<file path="config.mk">
export PLATFORM = sky130hd
export DESIGN_NAME = wb_master_engine
export DESIGN_NICKNAME = d
export VERILOG_FILES = /design/src/rtl/wb_master_engine.sv
export SDC_FILE = /design/constraint.sdc
export NUM_CORES = 1
export LEC_CHECK = 0
export BUFFER_PORTS_ARGS = -buffer_cell sky130_fd_sc_hd__clkbuf_2
export CAP_MARGIN = 40
export CORE_ASPECT_RATIO = 2
export CORE_MARGIN = 3
export CORE_UTILIZATION = 57
export DETAILED_ROUTE_END_ITERATION = 8
export PLACE_DENSITY_LB_ADDON = 0.3
export SYNTH_ARGS = -nofsm -noshare
export SYNTH_HDL_FRONTEND = slang
export SYNTH_SLANG_ARGS = --single-unit
</file>
<file path="constraint.sdc">
create_clock -name clk -period 3.8 [get_ports clk]
set_clock_uncertainty 0.1 [all_clocks]
set_input_delay 0.38 -clock clk [delete_from_list [all_inputs] [get_ports clk]]
set_output_delay 0.38 -clock clk [all_outputs]
set_load 0.01 [all_outputs]
</file>
<file path="src/rtl/wb_master_engine.sv">
// Wishbone classic-cycle initiator: buffers commands in a small FIFO, runs them
// one at a time as single bus cycles and returns one response per cycle.
// A watchdog aborts any cycle the slave never terminates.
module wb_master_engine #(
  parameter int WB_ADDR_WIDTH = 32,
  parameter int WB_DATA_WIDTH = 32,
  parameter int CMD_DEPTH     = 4,
  parameter int TIMEOUT       = 256
) (
  input  logic                       clk,
  input  logic                       rstn,
  // command port
  input  logic                       cmd_valid,
  output logic                       cmd_ready,
  input  logic                       cmd_we,
  input  logic [WB_ADDR_WIDTH-1:0]   cmd_adr,
  input  logic [WB_DATA_WIDTH-1:0]   cmd_dat,
  input  logic [WB_DATA_WIDTH/8-1:0] cmd_sel,
  // response port
  output logic                       rsp_valid,
  input  logic                       rsp_ready,
  output logic [WB_DATA_WIDTH-1:0]   rsp_dat,
  output logic                       rsp_err,
  output logic                       rsp_timeout,
  // Wishbone master
  output logic                       CYC,
  output logic                       STB,
  output logic                       WE,
  output logic [WB_ADDR_WIDTH-1:0]   ADR,
  output logic [WB_DATA_WIDTH-1:0]   DAT_W,
  output logic [WB_DATA_WIDTH/8-1:0] SEL,
  input  logic [WB_DATA_WIDTH-1:0]   DAT_R,
  input  logic                       ACK,
  input  logic                       ERR
);

  localparam int SEL_W = WB_DATA_WIDTH / 8;
  localparam int PTR_W = (CMD_DEPTH > 1) ? $clog2(CMD_DEPTH) : 1;
  localparam int WD_W  = (TIMEOUT > 1) ? $clog2(TIMEOUT) : 1;

  typedef struct packed {
    logic                     we;
    logic [WB_ADDR_WIDTH-1:0] adr;
    logic [WB_DATA_WIDTH-1:0] dat;
    logic [SEL_W-1:0]         sel;
  } cmd_t;

  typedef enum logic [1:0] {
    S_IDLE,
    S_BUS,
    S_RSP
  } state_t;

  // ---------------------------------------------------------------------------
  // Command FIFO
  // ---------------------------------------------------------------------------
  cmd_t             mem [CMD_DEPTH];
  logic [PTR_W-1:0] wr_ptr;
  logic [PTR_W-1:0] rd_ptr;
  logic [PTR_W:0]   count;
  logic             full;
  logic             empty;
  logic             push;
  logic             pop;
  cmd_t             head;

  state_t           state_q;
  state_t           state_d;

  assign full      = (count == (PTR_W + 1)'(CMD_DEPTH));
  assign empty     = (count == '0);
  assign cmd_ready = rstn && !full;
  assign push      = cmd_valid && cmd_ready;
  assign pop       = (state_q == S_IDLE) && !empty;
  assign head      = mem[rd_ptr];

  // Storage array: written on push only.
  // NOTE: the data array carries no reset; the pointers and count already
  // make every stale entry unreachable, and a resettable array costs flops.
  always_ff @(posedge clk) begin
    if (push) begin
      mem[wr_ptr] <= '{we: cmd_we, adr: cmd_adr, dat: cmd_dat, sel: cmd_sel};
    end
  end

  // Pointers and occupancy; both pointers wrap naturally at a power-of-2 depth.
  // NOTE: sequential state uses non-blocking assignments so every flop samples
  // values from before the edge, independent of statement order.
  always_ff @(posedge clk) begin
    if (!rstn) begin
      wr_ptr <= '0;
      rd_ptr <= '0;
      count  <= '0;
    end else begin
      if (push) wr_ptr <= wr_ptr + PTR_W'(1);
      if (pop)  rd_ptr <= rd_ptr + PTR_W'(1);
      case ({push, pop})
        2'b10:   count <= count + (PTR_W + 1)'(1);
        2'b01:   count <= count - (PTR_W + 1)'(1);
        default: count <= count;
      endcase
    end
  end

  // ---------------------------------------------------------------------------
  // Bus-cycle FSM
  // ---------------------------------------------------------------------------
  logic [WD_W-1:0]          wd_q, wd_d;
  logic                     cyc_d, stb_d, we_d;
  logic [WB_ADDR_WIDTH-1:0] adr_d;
  logic [WB_DATA_WIDTH-1:0] dat_w_d;
  logic [SEL_W-1:0]         sel_d;
  logic                     rsp_valid_d, rsp_err_d, rsp_timeout_d;
  logic [WB_DATA_WIDTH-1:0] rsp_dat_d;

  // State and registered outputs; reset aborts any cycle and drops any response.
  always_ff @(posedge clk) begin
    if (!rstn) begin
      state_q     <= S_IDLE;
      wd_q        <= '0;
      CYC         <= 1'b0;
      STB         <= 1'b0;
      WE          <= 1'b0;
      ADR         <= '0;
      DAT_W       <= '0;
      SEL         <= '0;
      rsp_valid   <= 1'b0;
      rsp_err     <= 1'b0;
      rsp_timeout <= 1'b0;
      rsp_dat     <= '0;
    end else begin
      state_q     <= state_d;
      wd_q        <= wd_d;
      CYC         <= cyc_d;
      STB         <= stb_d;
      WE          <= we_d;
      ADR         <= adr_d;
      DAT_W       <= dat_w_d;
      SEL         <= sel_d;
      rsp_valid   <= rsp_valid_d;
      rsp_err     <= rsp_err_d;
      rsp_timeout <= rsp_timeout_d;
      rsp_dat     <= rsp_dat_d;
    end
  end

  // Next state and next register values: ERR beats ACK, and either beats the
  // watchdog expiring on the same edge.
  // NOTE: every signal gets a hold default before the case so no path through
  // the block leaves one unassigned, which would infer a latch.
  always_comb begin
    state_d       = state_q;
    wd_d          = wd_q;
    cyc_d         = CYC;
    stb_d         = STB;
    we_d          = WE;
    adr_d         = ADR;
    dat_w_d       = DAT_W;
    sel_d         = SEL;
    rsp_valid_d   = rsp_valid;
    rsp_err_d     = rsp_err;
    rsp_timeout_d = rsp_timeout;
    rsp_dat_d     = rsp_dat;

    case (state_q)
      S_IDLE: begin
        if (!empty) begin
          state_d = S_BUS;
          cyc_d   = 1'b1;
          stb_d   = 1'b1;
          we_d    = head.we;
          adr_d   = head.adr;
          dat_w_d = head.dat;
          sel_d   = head.sel;
          wd_d    = '0;
        end
      end

      S_BUS: begin
        if (ERR) begin
          state_d       = S_RSP;
          cyc_d         = 1'b0;
          stb_d         = 1'b0;
          rsp_valid_d   = 1'b1;
          rsp_err_d     = 1'b1;
          rsp_timeout_d = 1'b0;
          rsp_dat_d     = '0;
        end else if (ACK) begin
          state_d       = S_RSP;
          cyc_d         = 1'b0;
          stb_d         = 1'b0;
          rsp_valid_d   = 1'b1;
          rsp_err_d     = 1'b0;
          rsp_timeout_d = 1'b0;
          rsp_dat_d     = WE ? '0 : DAT_R;
        end else if (wd_q == WD_W'(TIMEOUT - 1)) begin
          state_d       = S_RSP;
          cyc_d         = 1'b0;
          stb_d         = 1'b0;
          rsp_valid_d   = 1'b1;
          rsp_err_d     = 1'b0;
          rsp_timeout_d = 1'b1;
          rsp_dat_d     = '0;
        end else begin
          wd_d = wd_q + WD_W'(1);
        end
      end

      S_RSP: begin
        if (rsp_ready) begin
          state_d     = S_IDLE;
          rsp_valid_d = 1'b0;
        end
      end

      default: state_d = S_IDLE;
    endcase
  end

endmodule
</file>
==> impl_metrics.ini <==
[status]
outcome = completed

[clocking]
cts.clk_slew.worst_paths_ps = 60
cts_tree = done
clk_latency_ps = 510
cts_max_level = 2
cts_resized = 0
cts_root_buffer = clkbuf_16
cts.sinks = 398
clk_path_buf_depth = 3
numCtsBuffers = 34

[synth]
synth_enable_flop_cells = 276
synth_nets = 1076
synth.distinct_cells = 46
synth_area_leaders = edfxtp_1, dfxtp_1, mux4_2, nand2_1, a21oi_1
async_flop_share_pct = 0
synthMuxAreaShare_pct = 10.7
yosysWarnings = 0
synth-compound-area-share_pct = 5.12
synth_area_sq_um = 14700
netlist_instances = 958
synth_top_family_by_area = multiplexers
synthFlopType = edfxtp_1
netlist.area_leader.share_pct = 56.3
ys_ff_latch = 398
yosysSeqAreaShare_pct = 72.9
yosys.area_share.simple_pct = 7.76
synth_top_area_cell = edfxtp_1
avgSynthCellArea_sq_um = 15.4
synthAdderAreaFrac_pct = 0.987
synthXorXnorAreaFrac_pct = 0.298

[grt]
grt_max_degree = 78
overflow = 0
grt_first_pass_wirelength_um = 50700
antenna_found_initial = 2
grt_usage_pct = 23.8
grt_pass1_vias = 9231

[setup_path]
worst_ep_arrival_time_ps = 2100
reg2reg_depth = 4
setup.worst_path.end_class = output pin
crit_path_start_kind = input pin
path_class = input pin to output pin
path_max_fanout = 77
cp_data_required_time_ps = 3320

[timing]
holdWs_ps = 17.0
worst_slack_ps = 1220
final_hold_viol_count = 0
relSlewSlack_pct = 41.1
fin_crit_sh_pct = 67.9
finalSetupViolations = 0
slew_viol_final = 0
period_minus_slack_ps = 2580
fmax_mhz = 388
rsz0062_at_grt = no
fin_tns_setup_ps = 0
worst_pin_slew_ps = 884

[hold_path]
hold_depth = 1
hold_path.class = input pin to flop

[placement]
place_hpwl_um = 20200
routabilityCongestion = 0.847
dpl_worst_slack_ps = 844
place_area_sq_um = 16200
port_buffers = 213

[floorplanning]
ios = 214
coreArea_sq_um = 25200
initial_utilization_pct = 58.3
die-area_sq_um = 27900
rows = 82
die_w_um = 120
die_y_um = 233

[power_and_ir_drop]
p_per_area_nw_per_um2 = 678
power.leakage_uw = 0.00629
ir_worst_vdd_mv = 0.671

[cells_and_area]
final_nets = 1324
syn_to_final_growth_pct = 21.4
drive_above_1_share_pct = 29.8
fillers = 1667
post-route-cell-area_sq_um = 17900

[route]
drc = 0
drt_pass1_iterations = 5
wl_per_cell_um = 20.7
vias = 8938
wl_um = 32500
ant_nets = 0
drtIter0Drc = 692
via_per_inst = 5.70

[job]
maxCapViolations = 0
state kept, by name (all words and copies together), names as in the netlist:
| register | count |
|---|---|
| mem | 276 |
| ADR | 32 |
| DAT_W | 32 |
| rsp_dat | 32 |
| wd_q | 8 |
| SEL | 4 |
| count | 3 |
| rd_ptr | 2 |
| state_q | 2 |
| wr_ptr | 2 |
| STB | 1 |
| WE | 1 |
| rsp_err | 1 |
| rsp_timeout | 1 |
| rsp_valid | 1 |
per-layer routing:
metal | GRT usage, % | part of all wire, % | up-vias
met2 | 44.2 | 56 | 347
met5 | 0 | 0 | -
met4 | 9.97 | 3.7 | 0
met3 | 3.15 | 5.6 | 69
li1 | - | - | 4093
met1 | 27.4 | 35 | 4429
placed cells by master (no fill, tap or decap), types with 2 or more instances in the layout:
master	instances
buf_4	8
o22ai_1	2
ha_1	10
clkbuf_16	37
o21a_1	2
nand2_1	186
inv_1	15
o211ai_1	6
xor2_1	3
clkbuf_2	213
bufinv_16	5
nand3_1	6
nand4_1	37
buf_16	2
clkinv_1	4
dlygate4sd3_1	47
nor2_1	10
diode_2	2
clkinvlp_4	2
a31oi_1	3
dfxtp_1	120
xnor2_1	2
clkbuf_1	2
edfxtp_1	276
mux2i_1	2
inv_4	2
clkinv_2	4
and3_1	2
and2_4	4
dfxtp_4	2
mux4_2	69
clkinv_4	2
buf_12	5
o21ai_0	6
a21oi_1	107
logic make-up after synthesis:
group	Yosys count
flip-flops	398
AND/OR/NAND/NOR	258
AO/OA/AOI/OAI	135
buffers and inverters	80
multiplexers	71
adder cells (fa/ha/maj)	11
XOR/XNOR	5
synth_stat cells (2+ instances only):
master,n
a21oi_1,107
a31oi_1,3
and2_1,5
and3_1,2
buf_1,7
buf_2,16
clkbuf_1,39
dfxtp_1,122
edfxtp_1,276
ha_1,10
inv_1,15
inv_2,2
mux2i_1,2
mux4_2,69
nand2_1,186
nand3_1,6
nand4_1,37
nor2_1,11
o211ai_1,6
o21a_1,2
o21ai_0,6
o22ai_1,2
xnor2_1,2
xor2_1,3
per-stage QoR:
stage | total power (uW) | instances | utilization, %
after floorplan | 7420 | 958 | -
after detailed placement | 8500 | 1459 | 64.1
after CTS | 12200 | 1567 | 70.7
after global routing | 12700 | 1569 | 70.8
after global placement | 8390 | 1457 | 63.9
final | 12100 | 1569 | 70.8
power by group:
group | leakage, uW | switching, uW | internal (uW)
clock | 0.000594 | 1500 | 2180
combinational | 0.00219 | 1790 | 1140
sequential | 0.00350 | 331 | 5170
critical path, stage by stage:
cell      delay (ps)
clkbuf_2         260
inv_4            440
buf_4            710
a31oi_1           70
clkbuf_2         190
worst paths after layout:
check                                start                        to  slack [ps]
hold reg to reg   rsp_dat[28]$_SDFFE_PN0P_  rsp_dat[28]$_SDFFE_PN0P_         350
setup / recovery                      rstn                 cmd_ready        1220
hold / removal                  cmd_dat[4]       mem[3][8]$_DFFE_PP_          20
setup reg to reg     count[0]$_SDFFE_PN0P_      mem[3][28]$_DFFE_PP_        1290
timing repair:
| item | CTS | global route |
|---|---|---|
| hold endpoints to repair | 181 | 0 |
| buffers inserted | 0 | 0 |
| hold buffers | 47 | 0 |
area by class of cell:
type                    count  area [sq um]  area share [%]
well taps                 336           420            2.35
flip-flops and latches    398         10700            60.1
inverters                  17          66.3           0.371
diodes                      2          5.00          0.0280
clock buffers              40           947            5.30
clock inverters            21           262            1.46
multi-input cells         480          3670            20.5
repair buffers            275          1750            9.81
Power figures use the tool's default switching activity.
